==> config.mk <==
export PLATFORM = sky130hd
export DESIGN_NAME = req_unit_fsm
export DESIGN_NICKNAME = d
export VERILOG_FILES = /design/src/rtl/req_unit_fsm_pkg.sv /design/src/rtl/req_timeout_ctr.sv /design/src/rtl/req_unit_fsm.sv
export SDC_FILE = /design/constraint.sdc
export NUM_CORES = 1
export LEC_CHECK = 0
export CAP_MARGIN = 15
export CORE_MARGIN = 3
export CORE_UTILIZATION = 40
export CTS_BUF_LIST = sky130_fd_sc_hd__clkbuf_8 sky130_fd_sc_hd__clkbuf_16
export CTS_CLUSTER_DIAMETER = 30
export DETAILED_ROUTE_END_ITERATION = 12
export PLACE_DENSITY = 0.88
export SYNTH_ARGS = -nofsm -noshare
export SYNTH_HDL_FRONTEND = slang
export SYNTH_SLANG_ARGS = --single-unit
==> constraint.sdc <==
create_clock -name CLK -period 2.2 [get_ports CLK]
set_input_delay 0.44 -clock CLK [delete_from_list [all_inputs] [get_ports CLK]]
set_output_delay 0.44 -clock CLK [all_outputs]
set_load 0.02 [all_outputs]
==> src/rtl/req_unit_fsm_pkg.sv <==
// rtl/req_unit_fsm_pkg.sv - shared types for the request unit FSM
package req_unit_fsm_pkg;

    localparam int WORD_W_DEF = 32;

    typedef logic [WORD_W_DEF-1:0] word_t;

    typedef enum logic [1:0] {
        ST_IDLE = 2'd0,
        ST_DREQ = 2'd1,
        ST_HALT = 2'd2
    } state_t;

endpackage

==> src/rtl/req_timeout_ctr.sv <==
// rtl/req_timeout_ctr.sv - data-request wait counter with limit detect
module req_timeout_ctr #(
    parameter int TIMEOUT_CYC = 64,
    localparam int CNT_W = $clog2(TIMEOUT_CYC + 1)
) (
    input  logic clk,
    input  logic resetn,
    input  logic load,
    input  logic en,
    output logic limit_hit
);

    logic [CNT_W-1:0] cnt;

    always_ff @(posedge clk) begin
        if (!resetn || load) begin
            cnt <= '0;
        end else if (en) begin
            cnt <= cnt + CNT_W'(1);
        end
    end

    // The owner aborts on limit_hit, so cnt never runs past TIMEOUT_CYC-1.
    assign limit_hit = (cnt == CNT_W'(TIMEOUT_CYC - 1));

endmodule

==> src/rtl/req_unit_fsm.sv <==
// rtl/req_unit_fsm.sv - fetch/data request sequencer; REQ_UNIT_PERF_EN adds icount/dstall
module req_unit_fsm
    import req_unit_fsm_pkg::*;
#(
    parameter int WORD_W      = $bits(word_t),
    parameter int TIMEOUT_CYC = 64
) (
    input  logic              CLK,
    input  logic              nRST,
    input  logic              ihit,
    input  logic              dhit,
    input  logic              dREN,
    input  logic              dWEN,
    input  logic              halt,
    input  logic [WORD_W-1:0] daddr,
    input  logic [WORD_W-1:0] dstore,
    output logic              imemREN,
    output logic              dmemREN,
    output logic              dmemWEN,
    output logic [WORD_W-1:0] dmemaddr,
    output logic [WORD_W-1:0] dmemstore,
    output logic              PC_WEN,
    output logic              busy,
    output logic              halted,
`ifdef REQ_UNIT_PERF_EN
    output logic [31:0]       icount,
    output logic [31:0]       dstall,
`endif
    output logic              timeout_err
);

    state_t state_q, state_d;
    logic   issue, finish, set_err;
    logic   ctr_load, ctr_en, limit_hit;

    req_timeout_ctr #(.TIMEOUT_CYC(TIMEOUT_CYC)) u_timeout_ctr (
        .clk       (CLK),
        .resetn    (nRST),
        .load      (ctr_load),
        .en        (ctr_en),
        .limit_hit (limit_hit)
    );

    always_comb begin
        state_d  = state_q;
        imemREN  = 1'b0;
        busy     = 1'b0;
        halted   = 1'b0;
        PC_WEN   = 1'b0;
        issue    = 1'b0;
        finish   = 1'b0;
        set_err  = 1'b0;
        ctr_load = 1'b0;
        ctr_en   = 1'b0;
        unique case (state_q)
            ST_IDLE: begin
                imemREN = 1'b1;
                if (ihit && halt) begin
                    state_d = ST_HALT;
                end else if (ihit && (dREN || dWEN)) begin
                    state_d  = ST_DREQ;
                    issue    = 1'b1;
                    ctr_load = 1'b1;
                end else if (ihit) begin
                    PC_WEN = 1'b1;
                end
            end
            ST_DREQ: begin
                busy = 1'b1;
                if (dhit) begin
                    state_d = ST_IDLE;
                    finish  = 1'b1;
                    PC_WEN  = 1'b1;
                end else if (limit_hit) begin
                    // Abandon the hung access and step past the faulting instruction.
                    state_d = ST_IDLE;
                    finish  = 1'b1;
                    set_err = 1'b1;
                    PC_WEN  = 1'b1;
                end else begin
                    ctr_en = 1'b1;
                end
            end
            ST_HALT: begin
                halted = 1'b1;
            end
            default: begin
                state_d = ST_IDLE;
            end
        endcase
    end

    always_ff @(posedge CLK) begin
        if (!nRST) begin
            state_q     <= ST_IDLE;
            dmemREN     <= 1'b0;
            dmemWEN     <= 1'b0;
            dmemaddr    <= '0;
            dmemstore   <= '0;
            timeout_err <= 1'b0;
        end else begin
            state_q <= state_d;
            if (issue) begin
                dmemaddr  <= daddr;
                dmemstore <= dstore;
                dmemWEN   <= dWEN;
                dmemREN   <= dREN && !dWEN;
            end else if (finish) begin
                dmemREN <= 1'b0;
                dmemWEN <= 1'b0;
            end
            if (set_err) begin
                timeout_err <= 1'b1;
            end
        end
    end

`ifdef REQ_UNIT_PERF_EN
    always_ff @(posedge CLK) begin
        if (!nRST) begin
            icount <= '0;
            dstall <= '0;
        end else begin
            if (PC_WEN && (icount != '1)) begin
                icount <= icount + 32'd1;
            end
            if (busy && !dhit && (dstall != '1)) begin
                dstall <= dstall + 32'd1;
            end
        end
    end
`endif

endmodule

# Word-level counts from Yosys, hierarchy flattened

Index checks and enable logic that the tools add are counted.
Widths: inputs -> output; s select.

Add/sub/neg operators: 1
Equal/unequal tests: 5
Muxes and demuxes: 26
Bitwise logic cells: 1
Reductions and logical operators: 10

Operators with widths:

| operator            | number |
|---|---|
| $mux 1              | 20 |
| $mux 2              | 4 |
| $add 7x1->7 const B | 1 |
| $eq 7x6->1 const B  | 1 |
| $ne 3x3->1 const B  | 2 |
| $pmux 2 s3          | 1 |
| $logic_and 1x1->1   | 3 |
| $reduce_and 3->1    | 1 |
| $eq 2x1->1 const B  | 1 |
| $eq 2x2->1 const B  | 1 |
| $logic_not 1->1     | 2 |
| $logic_not 2->1     | 1 |
| $logic_or 1x1->1    | 2 |
| $pmux 1 s2          | 1 |
| $reduce_bool 2->1   | 1 |
| $not 1->1           | 1 |

Bits in registers: 76
Input port bits: 71
Output and inout bits: 71
Logic and storage cells: 50

# Logic depth before layout (Yosys ltp)

Gate-level depths: netlist of the first run.

Depth after elaboration: 6
Gate-level depth with buffers: 7
Mapped depth without buffers: 5

# By module

Synthesis of the first run repeated with hierarchy kept, for this count alone.

Cell total of the unflattened synthesis: 337
Area total of the unflattened synthesis: 3075.4 um2

By module, submodules not included:

| module          | times used | cells an instance | area each (um2) | sequential area each (um2) |
|---|---|---|---|---|
| req_unit_fsm    | 1          | 304               | 2768.9          | 1381.3 |
| req_timeout_ctr | 1          | 33                | 306.5           | 140.1 |

# Worst setup path after synthesis of the first run

Ideal clock, no wire load.

Kind: input-to-reg
From: input port halt
To: register u_timeout_ctr.cnt[6]
Setup time: 0.117 ns
Arrival time: 1.673 ns
Required time: 2.083 ns
Setup slack: 0.409 ns
Stages on the path: 6
Path buffers: 3
Cell sequence: or4b_1 or2_1 clkbuf_1 buf_6 buf_6 o2111a_1

Word-level cells in the longest chain between the ends: 4

RTL lines:

| element              | line                  | source |
|---|---|---|
| start, declared      | req_unit_fsm.sv:14    | `input logic halt,` |
| $logic_and 1x1->1    | req_unit_fsm.sv:58    | `if (ihit && halt) begin` |
| $mux 1               | req_unit_fsm.sv:58    |  |
| $mux 1               | req_unit_fsm.sv:55    | `unique case (state_q)` |
| $logic_or 1x1->1     | req_timeout_ctr.sv:16 | `if (!resetn \|\| load) begin` |
| end signal, assigned | req_timeout_ctr.sv:19 | `cnt <= cnt + CNT_W'(1);` |
| end, declared        | req_timeout_ctr.sv:13 | `logic [CNT_W-1:0] cnt;` |

No other way between the ends.
A chain may end at the register's enable or synchronous reset.

# Final worst setup path of the first run

From: input port halt
To: output port PC_WEN

Word-level cells in the longest chain between the ends: 3

RTL lines:

| element           | line               | source |
|---|---|---|
| $logic_and 1x1->1 | req_unit_fsm.sv:58 |  |
| $mux 1            | req_unit_fsm.sv:58 |  |
| $pmux 1 s2        | req_unit_fsm.sv:55 |  |
| end, declared     | req_unit_fsm.sv:22 | `output logic PC_WEN,` |

No other way between the ends.

==> results.cfg, run 1 <==
[status]
run_status = finished clean

[clocking]
cts_max_level = 3
insertion_delay_ps = 340
cts_setup_buffers = 0
cts_buffer_depth = 2
postCtsHoldBufs = 0
clkTransAtPathRegs_ps = 70
cts_root_buf = clkbuf_8
cts_buffers = 9
clock-sinks = 76
cts_tree = built

[global_routing]
grt_antenna_before_repair = 0
grt_max_degree = 41
grtUsageTotal_pct = 19.2
grt_pass1_wl_um = 13000
overflow = 0
grt_pass1_vias = 2700

[sta]
rsz0062_at_grt = false
clock_skew_ps = 8.50
slew_headroom_pct = 71.0
finalMaxSlewViolations = 0
finalHoldViolations = 0
finalSetupViolations = 0
max_freq_mhz = 463
layout_setup_ws_ps = 41.4
worst_slew_pin_slew_ps = 435
period_share_pct = 98.1
finalCriticalPeriod_ps = 2160
worst_hold_slack_ps = 454

[min_path]
whs_endpoint = dmemstore[5]
hold_start = dmemstore[5]
hp-class = reg2reg
whs_path_depth = 2

[floorplan]
chipHeight_um = 91.4
pin_count = 142
core_sq_um = 6940
die_width_um = 91.4
die_area_sq_um = 8350
start_util_pct = 42.0
rows = 30

[setup_path]
r2r_start = state_q[0]
cpMaxStageDelayCell = or4b_4
arrival_ps = 1720
required_ps = 1760
crit_family = simple AND/OR/NAND/NOR gates
ff2ff_setup_slack_ps = 430
rr_endpoint = dmemaddr[9]
worstSetupStartpointType = input pin
path_depth = 5
end_kind = output port
crit_type = in2out
worst-path-buf-inv = 2
crit_fanout = 3
cp_cell_sequence = dlygate4sd2_1, or4b_4, nor3_4, or2_4, buf_6
max_stage_delay_ps = 590
reg2reg_depth = 5

[synth]
yosys.area_share.simple_pct = 22.3
synth_edf_count = 0
netlist_instances = 340
yosysSeqAreaShare_pct = 52.2
synthMuxAreaShare_pct = 0.343
yosys_warnings = 0
syn_area_sq_um = 2920
synth_nets = 412
synth_xor_area_share_pct = 1.20
synth-seq-cells = 76
ys_types = 32
synth_top_family_by_area = simple AND/OR/NAND/NOR gates
synthAdderAreaFrac_pct = 0.429
asyncSetResetFlopFracSynth_pct = 0
synth_compound_area_share_pct = 19.4
syn_area_per_cell_sq_um = 8.58
synth_flop_cell = dfxtp_1

[final_layout]
utilization_pct = 68.1
diodes = 0
finish.instance_area_sq_um = 4730
final_nets = 559
fill_cells = 588
area_growth_pct = 62.1
drive_above_1_share_pct = 8.13

[place]
dp_hpwl_um = 5720
placedInstanceArea_sq_um = 4530
gp_congestion = 0.874
place.port_buffers = 141
dp_slack_ps = -598

[power]
leakage_nw = 1.71
power_density_nw_per_um2 = 626
vdd_drop_max_mv = 0.362

[route]
drt_drc_violations_left = 0
ant_nets = 0
drt_iter0_drc = 95
drt-pass1-iter-count = 4
via_count = 2762
routedWlPerCell_um = 13.5
vias_per_cell = 4.70
wl_um = 7910

[flow_run]
drv_cap = 0
==> cells by family (layout without fill, tap and decap cells) <==
family          Yosys count  in the layout
compound gates           77             77
fa+ha+maj                 1              1
mux                       1              1
buf+inv                  23            175
xor+xnor                  4              4
simple gates            158            158
flops                    76             76
==> final cells by class <==
class | instances | area, sq um | share of cell area [%]
Tap cell | 96 | 120 | 2.54
Clock buffer | 9 | 124 | 2.62
Sequential cell | 76 | 1520 | 32.2
Clock inverter | 7 | 60.1 | 1.27
Timing Repair Buffer | 159 | 1600 | 33.9
Multi-Input combinational cell | 241 | 1300 | 27.5
==> cell usage in the layout (no fill, tap or decap), types with 2 or more instances in the layout <==
master             n
and3_1             2
dfxtp_1           76
nor2_1             8
nand3_1            4
clkinv_2           3
nand2_1          130
buf_4             13
a21boi_0          49
a21boi_1          16
clkdlybuf4s50_1  137
buf_12             5
nor2b_1            3
dlygate4sd2_1      2
inv_1              2
a21oi_1            3
clkbuf_8           9
o211ai_1           3
o21ai_0            2
xor2_1             4
==> synth_stat cells (2+ instances only) <==
cell / n / area, sq um
clkbuf_1: 13 / 48.8
a21oi_1: 3 / 15.0
o211ai_1: 3 / 22.5
nor2b_1: 3 / 18.8
a21boi_1: 16 / 120
dfxtp_1: 76 / 1520
nand2_1: 130 / 488
and3_1: 2 / 12.5
a21boi_0: 49 / 368
o21ai_0: 2 / 10.0
buf_4: 4 / 30.0
nor2_1: 9 / 33.8
buf_2: 4 / 20.0
nand3_1: 4 / 20.0
buf_6: 2 / 22.5
xor2_1: 4 / 35.0
==> where the power goes <==
group / switching [mW] / internal, mW / total, mW
Sequential: 0.0270 / 1.43 / 1.46
Clock: 0.493 / 0.510 / 1.00
Combinational: 0.222 / 0.278 / 0.500
==> registers in the layout (all words and copies together), names as in the netlist <==
signal and count:
dmemWEN 1, dmemaddr 32, dmemstore 32, timeout_err 1, u_timeout_ctr.cnt 7, dmemREN 1, state_q 2
==> what timing repair did <==
item | in CTS | in global routing
resized for setup | 11 | 1
endpoints found under the setup margin | 1 | 1
pin swaps | 3 | 0
==> through the flow <==
stage	power, mW	cells	TNS (ps)
after CTS	2.99	588	0
final	2.96	588	0
after global routing	3.10	588	0
after global placement	1.97	572	-7430
after detailed placement	1.99	572	-10370
after floorplan	1.69	340	0
==> metal layers <==
layer	vias to the layer above	part of all wire, %	GRT usage [%]
li1	1401	-	-
met1	1249	41	21.5
met2	97	49	32.9
met3	15	7.5	7.29
met4	0	2.0	7.29
met5	-	0	0
==> how the worst max path moves through the flow <==
stage,startpoint,to,slack [ps]
floorplan,halt,u_timeout_ctr.cnt[6],410
global placement,ihit,PC_WEN,-580
detailed placement,ihit,PC_WEN,-600
CTS,halt,PC_WEN,50
global route,halt,PC_WEN,5
finish,halt,PC_WEN,40
==> worst min-delay path, stage by stage, from the launching register on <==
cell	delay [ps]
dfxtp_1	310
nand2_1	50
a21boi_1	50
Power figures use the tool's default switching activity.
==> run 2, diff against run 1 <==
--- a/config.mk
+++ b/config.mk
@@ -6,12 +6,11 @@
 export NUM_CORES = 1
 export LEC_CHECK = 0
 export CAP_MARGIN = 15
-export CORE_MARGIN = 3
-export CORE_UTILIZATION = 40
+export CORE_UTILIZATION = 36
 export CTS_BUF_LIST = sky130_fd_sc_hd__clkbuf_8 sky130_fd_sc_hd__clkbuf_16
 export CTS_CLUSTER_DIAMETER = 30
 export DETAILED_ROUTE_END_ITERATION = 12
-export PLACE_DENSITY = 0.88
+export PLACE_DENSITY = 0.84
 export SYNTH_ARGS = -nofsm -noshare
 export SYNTH_HDL_FRONTEND = slang
 export SYNTH_SLANG_ARGS = --single-unit
==> constraint.sdc (replaced) <==
create_clock -name CLK -period 1.95 [get_ports CLK]
set_input_delay 0.39 -clock CLK [delete_from_list [all_inputs] [get_ports CLK]]
set_output_delay 0.39 -clock CLK [all_outputs]
set_load 0.02 [all_outputs]
==> run 2 against run 1 <==
  * The run now ends with negative setup slack left
  * Design area is 3.5% higher
  * Sequential cell count did not move
  * Global-route usage shrank 0.17 points
  * Combinational power rose by 13%
  * Clock skew shrank 0.76 ps
  * Sequential share of layout area decreased by 1.0 points
  * Core utilization down 5.1 points
  * Wire length is 1.5% lower
  * Via count rose by 2.5%
  * Critical path depth unchanged
  * Clock-buffer cell count rose by 1
  * Critical endpoint unchanged
==> results.cfg, run 2 (synthesis results as in run 1) <==
[final_layout]
drive_above_1_share_pct = 11.6
reg_top3 = dmemaddr: 32 flops, dmemstore: 32 flops, u_timeout_ctr.cnt: 7 flops
layout_commonest_cell = clkdlybuf4s50_1
final_nets = 569
fill_cells = 646
finish.instance_area_sq_um = 4890
utilization_pct = 63.0
stdcell_count = 604
final_cell_mix = 134 x clkdlybuf4s50_1, 130 x nand2_1, 74 x dfxtp_1
area_growth_pct = 67.7
diodes = 0

[global_routing]
grt_pass1_vias = 2902
overflow = 0
grt_antenna_before_repair = 0
grt_pass1_wl_um = 13000
grt_max_degree = 42
grtUsageTotal_pct = 19.0

[sta]
rsz0062_at_grt = true
finalHoldViolations = 0
finalCriticalPeriod_ps = 1950
finalSetupViolations = 1
slew_headroom_pct = 79.2
finalMaxSlewViolations = 0
period_share_pct = 100
max_freq_mhz = 512
layout_setup_ws_ps = -4.59
worst_hold_slack_ps = 452
worst_slew_pin_slew_ps = 313
clock_skew_ps = 7.74
fin_tns_setup_ps = -4.59

[setup_path]
ff2ff_setup_slack_ps = 80
end_kind = output port
arrival_ps = 1560
rr_endpoint = u_timeout_ctr.cnt[1]
required_ps = 1560
crit_type = in2out
reg2reg_depth = 11
worstSetupStartpointType = input pin
r2r_start = u_timeout_ctr.cnt[1]
cp-startpoint = halt
crit_fanout = 2

[route]
drt_drc_violations_left = 0
via_count = 2830
vias_per_cell = 4.69
routedWlPerCell_um = 12.9
wl_um = 7790
ant_nets = 0
drt_iter0_drc = 47
drt-pass1-iter-count = 4

[floorplan]
die_area_sq_um = 8470
rows = 32
chipHeight_um = 92.0
core_sq_um = 7770
pin_count = 142
start_util_pct = 37.5
die_width_um = 92.0

[place]
gp_congestion = 0.828
placedInstanceArea_sq_um = 4560
place_inst = 582
place.port_buffers = 141
dp_slack_ps = -655
dp_hpwl_um = 5480

[min_path]
hp-class = reg2reg
whs_endpoint = dmemaddr[30]
whs_path_depth = 2
hold_start = dmemaddr[30]

[clocking]
cts_buffers = 9
insertion_delay_ps = 330
postCtsHoldBufs = 0
cts_max_level = 3
clock-sinks = 76
cts_tree = built
cts_buffer_depth = 2
cts_root_buf = clkbuf_8
clkTransAtPathRegs_ps = 70

[status]
violations = negative setup slack
run_status = complete, but fails checks

[power]
vdd_drop_max_mv = 0.390
p_total_mw = 3.50
power_density_nw_per_um2 = 716
leakage_nw = 1.78

[flow_run]
drv_cap = 0
run 2: timing repair:
action	in CTS	in global routing
buffers inserted	5	2
gates resized for setup	18	8
endpoints found under the hold margin	0	0
setup endpoints to repair	70	7
pin swaps	3	7
cloned	0	0
run 2: worst max-delay path by stage:
| stage | end | slack [ps] | cells after the start |
|---|---|---|---|
| finish | PC_WEN | -5 | 5 |
| global route | PC_WEN | -40 | 4 |
| CTS | PC_WEN | -80 | 4 |
| detailed placement | PC_WEN | -660 | 5 |
| global placement | PC_WEN | -680 | 5 |
| floorplan | u_timeout_ctr.cnt[6] | 210 | 6 |
run 2: final cells by class:
type,count,area [sq um],area share (%)
Clock buffer,10,138,2.81
Sequential cell,76,1520,31.2
Tap cell,102,128,2.61
Multi-Input combinational cell,241,1340,27.4
Timing Repair Buffer,169,1680,34.4
Clock inverter,6,80.1,1.64
run 2: worst max-delay path, cell delays in order:
cell           delay, ps
dlygate4sd2_1        250
or4b_4               570
nor3_4               120
or2_4                130
buf_6                100
run 2: power breakdown:
group          leakage (nW)  total (mW)  switching, mW  internal, mW
registers             0.619        1.64         0.0297          1.61
logic                  1.05       0.563          0.249         0.314
clock network         0.115        1.30          0.553         0.745
total                  1.78        3.50          0.832          2.67
run 2: routing by layer:
layer  share of wire (%)  global-route usage [%]  vias up
met2                  49                    34.5      107
li1                    -                       -     1424
met1                  41                    20.8     1285
met4                 1.7                    7.55        0
met3                 8.0                    5.39       14
met5                   0                       0        -
